--- src/rtl/adsr_envelope_bank.sv ---
// Bank of NUM_VOICES linear ADSR envelope generators with shared rates and per-voice gates.
// Optional feature: define ADSR_LEGATO_EN so a retrigger from a sounding voice ramps up from its current level.
module adsr_envelope_bank #(
    parameter int unsigned NUM_VOICES = 4,
    parameter int unsigned LEVEL_BITS = 8,
    parameter int unsigned RATE_BITS  = 4
) (
    input  logic                             clk_i,
    input  logic                             rst_i,
    input  logic                             sample_tick_i,
    input  logic [NUM_VOICES-1:0]            gate_i,
    input  logic [RATE_BITS-1:0]             attack_i,
    input  logic [RATE_BITS-1:0]             decay_i,
    input  logic [LEVEL_BITS-1:0]            sustain_i,
    input  logic [RATE_BITS-1:0]             rel_i,
    output logic [NUM_VOICES*LEVEL_BITS-1:0] level_o,
    output logic [NUM_VOICES*3-1:0]          state_o,
    output logic [NUM_VOICES-1:0]            active_o
);

    localparam int unsigned PS_W = (2 ** RATE_BITS) - 1;
    localparam logic [LEVEL_BITS-1:0] LVL_MAX = '1;

    typedef enum logic [2:0] {
        ST_IDLE    = 3'd0,
        ST_ATTACK  = 3'd1,
        ST_DECAY   = 3'd2,
        ST_SUSTAIN = 3'd3,
        ST_RELEASE = 3'd4
    } env_state_e;

    env_state_e            state_q  [NUM_VOICES];
    env_state_e            state_d  [NUM_VOICES];
    logic [LEVEL_BITS-1:0] level_q  [NUM_VOICES];
    logic [LEVEL_BITS-1:0] level_d  [NUM_VOICES];
    logic [PS_W-1:0]       ps_q     [NUM_VOICES];
    logic [PS_W-1:0]       ps_d     [NUM_VOICES];
    logic [RATE_BITS-1:0]  rate_sel [NUM_VOICES];
    logic [PS_W-1:0]       lim      [NUM_VOICES];
    logic [PS_W-1:0]       ps_adv   [NUM_VOICES];
    logic [NUM_VOICES-1:0] step;
    logic [NUM_VOICES-1:0] rise;
    logic [NUM_VOICES-1:0] gate_prev_q;
    logic [NUM_VOICES-1:0] gate_prev_d;
    logic [NUM_VOICES-1:0] active_q;
    logic [NUM_VOICES-1:0] active_d;

    // Per-voice next-state: gate rise > gate low > normal progression, evaluated only on ticks.
    always_comb begin
        gate_prev_d = gate_prev_q;
        if (sample_tick_i) begin
            gate_prev_d = gate_i;
        end
        for (int v = 0; v < NUM_VOICES; v++) begin
            case (state_q[v])
                ST_ATTACK:  rate_sel[v] = attack_i;
                ST_DECAY:   rate_sel[v] = decay_i;
                ST_RELEASE: rate_sel[v] = rel_i;
                default:    rate_sel[v] = '0;
            endcase
            // Modular wrap makes the widest rate yield an all-ones limit.
            lim[v]    = (PS_W'(1) << rate_sel[v]) - PS_W'(1);
            step[v]   = (ps_q[v] == lim[v]);
            ps_adv[v] = (ps_q[v] >= lim[v]) ? '0 : ps_q[v] + PS_W'(1);
            rise[v]   = gate_i[v] & ~gate_prev_q[v];

            state_d[v] = state_q[v];
            level_d[v] = level_q[v];
            ps_d[v]    = ps_q[v];

            if (sample_tick_i) begin
                if (rise[v]) begin
                    state_d[v] = ST_ATTACK;
                    ps_d[v]    = '0;
`ifdef ADSR_LEGATO_EN
                    level_d[v] = (state_q[v] == ST_IDLE) ? '0 : level_q[v];
`else
                    level_d[v] = '0;
`endif
                end else if (!gate_i[v] && (state_q[v] == ST_ATTACK || state_q[v] == ST_DECAY ||
                                            state_q[v] == ST_SUSTAIN)) begin
                    state_d[v] = ST_RELEASE;
                    ps_d[v]    = '0;
                end else begin
                    case (state_q[v])
                        ST_ATTACK: begin
                            ps_d[v] = ps_adv[v];
                            if (step[v]) begin
                                if (level_q[v] >= LVL_MAX - LEVEL_BITS'(1)) begin
                                    level_d[v] = LVL_MAX;
                                    state_d[v] = ST_DECAY;
                                    ps_d[v]    = '0;
                                end else begin
                                    level_d[v] = level_q[v] + LEVEL_BITS'(1);
                                end
                            end
                        end
                        ST_DECAY: begin
                            // A step landing on the sustain level settles in the same tick.
                            if (level_q[v] <= sustain_i ||
                                (step[v] && (level_q[v] - LEVEL_BITS'(1)) <= sustain_i)) begin
                                level_d[v] = sustain_i;
                                state_d[v] = ST_SUSTAIN;
                                ps_d[v]    = '0;
                            end else begin
                                ps_d[v] = ps_adv[v];
                                if (step[v]) begin
                                    level_d[v] = level_q[v] - LEVEL_BITS'(1);
                                end
                            end
                        end
                        ST_SUSTAIN: begin
                            level_d[v] = sustain_i;
                            ps_d[v]    = '0;
                        end
                        ST_RELEASE: begin
                            if (level_q[v] == '0 || (step[v] && level_q[v] == LEVEL_BITS'(1))) begin
                                level_d[v] = '0;
                                state_d[v] = ST_IDLE;
                                ps_d[v]    = '0;
                            end else begin
                                ps_d[v] = ps_adv[v];
                                if (step[v]) begin
                                    level_d[v] = level_q[v] - LEVEL_BITS'(1);
                                end
                            end
                        end
                        default: begin
                            state_d[v] = ST_IDLE;
                            level_d[v] = '0;
                            ps_d[v]    = '0;
                        end
                    endcase
                end
            end
            active_d[v] = (state_d[v] != ST_IDLE);
        end
    end

    // Gate history loads the live gate during reset so a key held across reset is not a rise.
    always_ff @(posedge clk_i) begin
        if (rst_i) begin
            for (int v = 0; v < NUM_VOICES; v++) begin
                state_q[v] <= ST_IDLE;
                level_q[v] <= '0;
                ps_q[v]    <= '0;
            end
            gate_prev_q <= gate_i;
            active_q    <= '0;
        end else begin
            for (int v = 0; v < NUM_VOICES; v++) begin
                state_q[v] <= state_d[v];
                level_q[v] <= level_d[v];
                ps_q[v]    <= ps_d[v];
            end
            gate_prev_q <= gate_prev_d;
            active_q    <= active_d;
        end
    end

    for (genvar v = 0; v < NUM_VOICES; v++) begin : g_out
        assign level_o[v*LEVEL_BITS +: LEVEL_BITS] = level_q[v];
        assign state_o[v*3 +: 3]                   = state_q[v];
    end
    assign active_o = active_q;

endmodule
--- config.mk ---
export PLATFORM = sky130hd
export DESIGN_NAME = adsr_envelope_bank
export DESIGN_NICKNAME = d
export VERILOG_FILES = /design/src/rtl/adsr_envelope_bank.sv
export SDC_FILE = /design/constraint.sdc
export NUM_CORES = 1
export LEC_CHECK = 0
export ABC_AREA = 1
export BUFFER_PORTS_ARGS = -buffer_cell sky130_fd_sc_hd__buf_2
export CORE_MARGIN = 8
export CORE_UTILIZATION = 30
export DETAILED_ROUTE_END_ITERATION = 6
export GPL_ROUTABILITY_DRIVEN = 0
export SYNTH_ARGS = -nofsm -noshare
export SYNTH_HDL_FRONTEND = slang
export SYNTH_SLANG_ARGS = --single-unit
--- constraint.sdc ---
create_clock -name clk_i -period 5.2 [get_ports clk_i]
set_input_delay 1.3 -clock clk_i [delete_from_list [all_inputs] [get_ports clk_i]]
set_output_delay 1.3 -clock clk_i [all_outputs]
set_load 0.05 [all_outputs]
## After elaboration in Yosys (flattened, before gate mapping)

Memories as Yosys holds them, arrays and structs flattened.
Cells that the tools add are included.

- Register bits: 8
- Bits in writable memories: 104
- Input port bits: 27
- Output and inout port bits: 48
- Logic and storage cells: 251
- Memories kept: 3

Memory list:

| memory | words | bits a word | read ports | clocked after memory_dff | write ports | RTL line | text |
|---|---|---|---|---|---|---|---|
| ps_q | 4 | 15 | 4 | 0 | 4 | 36 | `logic [PS_W-1:0] ps_q [NUM_VOICES];` |
| level_q | 4 | 8 | 4 | 0 | 4 | 34 | `logic [LEVEL_BITS-1:0] level_q [NUM_VOICES];` |
| state_q | 4 | 3 | 4 | 0 | 4 | 32 | `env_state_e state_q [NUM_VOICES];` |

- $add $sub $neg: 16
- Magnitude comparators: 16
- Equal/unequal tests: 24
- Shifts and indexed selects: 4
- Muxes and demuxes: 125
- Bitwise operators: 20
- Reduce and logical (&&, ||, !) cells: 41

Operators with widths:

| cell | number |
|---|---|
| 2-to-1 mux 15 bit | 36 |
| 2-to-1 mux 8 bit | 36 |
| case mux 15 bit (3 select lines) | 4 |
| case mux 8 bit (4 select lines) | 4 |
| 2-to-1 mux 3 bit | 32 |
| less-or-equal comparator 8 bit | 8 |
| adder 15 x 1 -> 15 bit, second input constant | 4 |
| == test 15 bit | 4 |
| greater-or-equal comparator 15 bit | 4 |
| << shifter 1 x 4 -> 15 bit, first input constant | 4 |
| subtractor 15 x 2 -> 15 bit, second input constant | 4 |
| case mux 3 bit (4 select lines) | 4 |
| case mux 4 bit (3 select lines) | 4 |
| adder 8 x 1 -> 8 bit, second input constant | 4 |
| == test 8 x 1 -> 1 bit, second input constant | 4 |
| greater-or-equal comparator 8 bit, second input constant | 4 |
| zero test 8 bit | 4 |
| subtractor 8 x 1 -> 8 bit, second input constant | 4 |
| == test 3 x 2 -> 1 bit, second input constant | 8 |
| logical OR 1 bit | 16 |
| == test 3 x 1 -> 1 bit, second input constant | 4 |
| == test 3 bit, second input constant | 4 |
| logical AND 1 bit | 12 |
| bitwise OR 1 bit | 12 |
| other kinds (7) | 22 |

## Longest topological paths before layout

Gate-level depths: netlist of the first run.

- Depth after elaboration: 13
- Mapped depth: 31
- Depth with buffers taken out: 31

## Worst setup path after synthesis of the first run

OpenSTA, ideal clock, no wires.

- Path type: input to register
- From: input port rel_i[2]
- To: memory ps_q[3][10] in the netlist's numbering
- Setup time: 0.112 ns
- Arrival time: 4.121 ns
- Required time: 5.088 ns
- Slack: 0.967 ns
- Stages: 22
- Path buffers: 0
- Cells stage by stage: inv_1 o211ai_2 inv_1 nand3_1 ha_1 nand3_1 nor2_2 nand2_1 o21ai_1 nand2_1 ha_1 nand2_1 nor2_1 nand2_1 nor2_1 nand2_1 nand3_1 nand3_1 nand3_1 nor2_4 nand2_1 nand2_1

RTL lines:

| what | RTL line | text |
|---|---|---|
| start: declaration | 15 | `input logic [RATE_BITS-1:0] rel_i,` |
| end: declaration | 36 |  |

==> results of run 1 <==
[sequential cells by signal, summed over array words and instances (netlist names)]
signal,cells
gate_prev_q,4
level_q,32
active_o,4
state_q,12
ps_q,60
[cell usage after synthesis (19+ instances only)]
cell,n
nand4_1,52
nor2_1,220
a21oi_1,90
inv_1,247
o21ai_0,99
xor2_1,61
xnor2_1,19
ha_1,152
nand2_1,638
dfxtp_1,108
inv_2,20
nand3_1,184
[per-layer routing]
metal / global-route usage / up-vias
met5: 0 / -
met1: 0.2113 / 6182
met3: 0.02372 / 63
li1: - / 6901
met2: 0.2830 / 395
met4: 0.04132 / 2
[how the worst max path moves through the flow]
stage,from,end,depth (start not counted)
6_report,rel_i[3],level_q[0][1],24
5_1_grt,rel_i[3],level_q[0][1],24
4_1_cts,rel_i[3],level_q[0][1],24
3_5_place_dp,rel_i[3],level_q[0][1],24
3_3_place_gp,rel_i[3],level_q[0][0],24
2_1_floorplan,rel_i[2],ps_q[3][10],22
[power breakdown]
group / leakage, nW / internal [mW] / switching [mW]
Clock: 0.150 / 0.404 / 0.349
Sequential: 0.913 / 0.876 / 0.0111
Combinational: 5.78 / 0.220 / 0.472
Total: 6.84 / 1.50 / 0.832
[logic make-up after synthesis]
group,share of synthesized area
flip-flops,0.1828
adder cells (fa/ha/maj),0.1524
AND/OR/NAND/NOR,0.3964
AO/OA/AOI/OAI,0.1201
XOR/XNOR,0.05613
buffers and inverters,0.09222
[worst reg2reg max path: cells and delay by family (launching register included)]
kind / cells / cell delay [ns]
buffers and inverters: 4 / 0.54
DFF: 1 / 0.48
and+or+nand+nor: 17 / 2.35
AOI/OAI and AO/OA: 3 / 0.55
adders and majority gates: 2 / 0.51
[per-stage QoR]
step | area (sq um) | total power [mW] | std cells
3_5_place_dp | 13510 | 1.594 | 2663
6_report | 13810 | 2.332 | 2679
2_1_floorplan | 12480 | 1.408 | 2073
5_1_grt | 13810 | 2.483 | 2679
3_3_place_gp | 13510 | 1.582 | 2663
4_1_cts | 13810 | 2.354 | 2679
[layout make-up]
class / count / area share
clock buffers: 13 / 0.01884
clock inverters: 3 / 0.003442
inverters: 271 / 0.07382
multi-input cells: 1660 / 0.6552
flip-flops and latches: 112 / 0.1652
well taps: 532 / 0.04818
repair buffers: 88 / 0.03532
==> flow_summary.json, run 1 <==
{
  "ios": 75,
  "nets": 2321,
  "numPortBuffers": 74,
  "status": "complete, no violations",
  "finClkSkew_ns": 0.01168,
  "hold_viol_final": 0,
  "worstSetupPathType": "in2reg",
  "antenna_found_initial": 1,
  "setup_violations": 0,
  "finish.utilization": 0.3376,
  "drive_gt1_frac": 0.07918,
  "syn_nets": 2252,
  "grt_max_degree": 51,
  "fillerInstances": 4509,
  "wl_per_cell_um": 15.00,
  "dieArea_sq_mm": 0.04839,
  "arrival_ns": 4.96,
  "cp_top_family": "simple AND/OR/NAND/NOR gates",
  "layout_common_cells": "nand2_1, inv_1, nor2_1",
  "required_ns": 5.50,
  "synth-seq-cells": 112,
  "wl_met1_um": 18460,
  "cp-start-kind": "input pin",
  "critPathBufInv": 4,
  "initial_core_util": 0.3050,
  "clock_sinks": 112,
  "grt_util_all_layers": 0.1639,
  "area_growth_pct": 10.68,
  "grt_pass1_wl_um": 64890,
  "post-route-min-period_ns": 4.658,
  "dr.max_layer_used": "met5",
  "drv_cap": 0,
  "gr-total-overflow": 0,
  "layout_setup_ws_ns": 0.5416,
  "place_ws_ns": 0.1619,
  "r2r-end": "level_q[1][0]",
  "cts_resized": 0,
  "power_density_mw_per_mm2": 168.8,
  "timing.fmax_ghz": 0.2147,
  "synth_cell_types": 52,
  "synthTopCellsByArea": "nand2_1, dfxtp_1, ha_1, inv_1, nand3_1",
  "hold_buffers": 0,
  "synth_edf_count": 4,
  "drc": 0,
  "cp_slowest_cell": "nor2_1",
  "die_h_um": 220.0,
  "path_common_cell": "nand2_1",
  "initialDrtViolationCount": 793,
  "clock_path_buffers": 2,
  "htreeDepth": 3,
  "cts.clk_slew.worst_paths_ns": 0.08,
  "cp_max_fo": 9,
  "period_share": 0.8959,
  "crit_path_end_kind": "flop",
  "vias": 13540,
  "rsz0062_at_grt": "false",
  "tightest_slew_ns": 0.9849,
  "viasPerCell": 5.055,
  "p_leak_nw": 6.843,
  "tns_ns": 0,
  "dr.pass1.iters": 5,
  "syn_area_sq_mm": 0.01248,
  "critical_path.reg2reg.startpoint": "state_q[1][2]",
  "cts_root_buf": "clkbuf_16",
  "dp_hpwl_um": 31880,
  "yosysSeqAreaShare": 0.1828,
  "synthArstFlopShare": 0,
  "n_antenna_cell": 0,
  "clock_latency_ns": 0.37,
  "min_path_cells": 2,
  "min_from": "ps_q[0][14]",
  "wirelength_um": 40170,
  "synth_ff_type": "dfxtp_1",
  "peakVddDrop_v": 0.0001647,
  "multi_input_area_sq_mm": 0.009051,
  "reg2regPathDepth": 26,
  "dr_wl_met3_um": 2124,
  "cts_made_buffers": 9,
  "cp_cell_sequence": "buf_2, inv_1, o21ai_1, a21oi_2, inv_2, nor2_1, nand2_1, ha_1, nand2_1, nor2_2, nand4_1, nand2_1, ha_1, nand2_1, nor2_1, nand2_1, nor2_1, inv_1, nand2_1, nand3_2, nor2_1, o21a_2, nand2_1, a21oi_1",
  "min_to": "ps_q[0][14]",
  "rows": 74,
  "synth_top_area_cell": "nand2_1",
  "whs_ns": 0.4952,
  "synth_top_area_share": 0.1919,
  "hp-class": "reg2reg",
  "rrSetupSlack_ns": 0.68,
  "maxSlewHeadroom": 0.3427,
  "final_antenna_net_count": 0,
  "final-seq-area_sq_mm": 0.002282,
  "synth.avg_cell_area_sq_um": 6.021,
  "synthCells": 2073,
  "ys_warn_count": 0,
  "die_width_um": 220.0,
  "report.final.slew_viol_count": 0,
  "coreArea_sq_mm": 0.04092,
  "grt_pass1_vias": 12690,
  "wl_met2_um": 18710,
  "cts_tree": "built",
  "final_common_cell": "nand2_1",
  "postCtsSetupBuffers": 0,
  "cpPeakStageDelay_ns": 0.31
}
Power figures use the tool's default switching activity.
==> run 2: changes to the inputs <==
--- a/config.mk
+++ b/config.mk
@@ -11,6 +11,7 @@
 export CORE_UTILIZATION = 30
 export DETAILED_ROUTE_END_ITERATION = 6
 export GPL_ROUTABILITY_DRIVEN = 0
+export MAX_ROUTING_LAYER = met4
 export SYNTH_ARGS = -nofsm -noshare
 export SYNTH_HDL_FRONTEND = slang
 export SYNTH_SLANG_ARGS = --single-unit
==> run 2 against run 1 <==
Final cell count about the same. Sequential power about the same. Die area unchanged.
==> flow_summary.json, run 2 (synthesis gave the netlist of run 1 again) <==
{
  "status": "complete, no violations",
  "arrival_ns": 4.95,
  "cts_made_buffers": 9,
  "grt_pass1_wl_um": 64920,
  "required_ns": 5.50,
  "hold_viol_final": 0,
  "dp_hpwl_um": 31880,
  "post-route-min-period_ns": 4.653,
  "die_h_um": 220.0,
  "dieArea_sq_mm": 0.04839,
  "final_area_sq_mm": 0.01382,
  "timing.fmax_ghz": 0.2149,
  "dpl_cell_area_sq_mm": 0.01351,
  "cts_resized": 0,
  "place_ws_ns": 0.1619,
  "cp-start-kind": "input pin",
  "final_common_cell": "nand2_1",
  "setup_violations": 0,
  "report.final.slew_viol_count": 0,
  "layout_setup_ws_ns": 0.5470,
  "critPathBufInv": 4,
  "viasPerCell": 5.023,
  "drc": 0,
  "drive_gt1_frac": 0.07918,
  "cts_tree": "built",
  "tns_ns": 0,
  "die_width_um": 220.0,
  "path_common_cell": "nand2_1",
  "htreeDepth": 3,
  "antenna_found_initial": 1,
  "final_antenna_net_count": 0,
  "ios": 75,
  "crit_path_end_kind": "flop",
  "rows": 74,
  "whs_ns": 0.4917,
  "rsz0062_at_grt": "false",
  "numPortBuffers": 74,
  "clock_sinks": 112,
  "gr-total-overflow": 0,
  "period_share": 0.8948,
  "wirelength_um": 40080,
  "cp-startpoint": "rel_i[3]",
  "initial_core_util": 0.3050,
  "area_growth_pct": 10.70,
  "critical_path.reg2reg.startpoint": "state_q[3][0]",
  "grt_pass1_vias": 12680,
  "cp_slowest_cell": "nor2_1",
  "grt_max_degree": 51,
  "cp_top_family": "simple AND/OR/NAND/NOR gates",
  "nets": 2321,
  "power_mw": 2.333,
  "clock_path_buffers": 2,
  "dr.pass1.iters": 5,
  "cts.clk_slew.worst_paths_ns": 0.08,
  "clock_latency_ns": 0.37,
  "fin_cells": 2680,
  "worstSetupPathType": "in2reg",
  "layout_common_cells": "nand2_1, inv_1, nor2_1",
  "initialDrtViolationCount": 810,
  "dp.cells": 2663,
  "largest_register_ffs": 60,
  "cp_max_fo": 9,
  "grt_util_all_layers": 0.1685,
  "cts_root_buf": "clkbuf_16",
  "finish.utilization": 0.3376,
  "cp_cell_sequence": "buf_2, inv_1, o21ai_1, a21oi_2, inv_2, nor2_1, nand2_1, ha_1, nand2_1, nor2_2, nand4_1, nand2_1, ha_1, nand2_1, nor2_1, nand2_1, nor2_1, inv_1, nand2_1, nand3_2, nor2_1, o21a_2, nand2_1, a21oi_1",
  "top_register": "ps_q",
  "coreArea_sq_mm": 0.04092,
  "min_from": "ps_q[3][12]",
  "cpPeakStageDelay_ns": 0.32,
  "p_leak_nw": 6.843,
  "power_density_mw_per_mm2": 168.8,
  "maxSlewHeadroom": 0.3269,
  "hold_buffers": 0,
  "hp-class": "reg2reg",
  "wl_per_cell_um": 14.95,
  "finClkSkew_ns": 0.01068,
  "peakVddDrop_v": 0.0001641,
  "postCtsSetupBuffers": 0,
  "top_regs": "ps_q: 60 flops, level_q: 32 flops, state_q: 12 flops",
  "vias": 13460,
  "drv_cap": 0,
  "tightest_slew_ns": 1.009
}
==> run 2: cell count changes in the layout (fill, tap and decap cells not counted), sizes merged <==
| cell | before | now |
|---|---|---|
| diode | 0 | 1 |
==> run 2: layout make-up <==
type,instances,area (sq um)
Fill cell,4508,27110
Multi-Input combinational cell,1660,9051
Sequential cell,112,2282
Inverter,271,1020
Tap cell,532,665.6
Timing Repair Buffer,88,488.0
Clock buffer,13,260.3
Clock inverter,3,47.55
Antenna cell,1,2.502
==> run 2: final timing paths <==
path                         to  slack [ns]  depth (start not counted)
setup / recovery  level_q[0][3]        0.55                         24
hold / removal      ps_q[3][12]        0.49                          2
setup reg to reg  level_q[3][0]        0.75                         25
hold reg to reg     ps_q[3][12]        0.49                          2
==> run 2: power breakdown <==
group          total [mW]  internal [mW]  switching [mW]
Sequential          0.887          0.876          0.0108
Clock               0.755          0.404           0.351
Combinational       0.691          0.220           0.470
==> run 2: worst min-delay path, delay by kind of cell (launching register included) <==
kind	cells	cell delay (ns)
flops	1	0.34
simple gates	2	0.11
==> run 2: metal layers <==
| metal | share of wire | GRT usage | vias up |
|---|---|---|---|
| met5 | 0 | - | - |
| met4 | 0.020 | 0.03977 | 0 |
| met1 | 0.46 | 0.2122 | 6164 |
| li1 | - | - | 6899 |
| met3 | 0.049 | 0.02208 | 54 |
| met2 | 0.47 | 0.2837 | 345 |
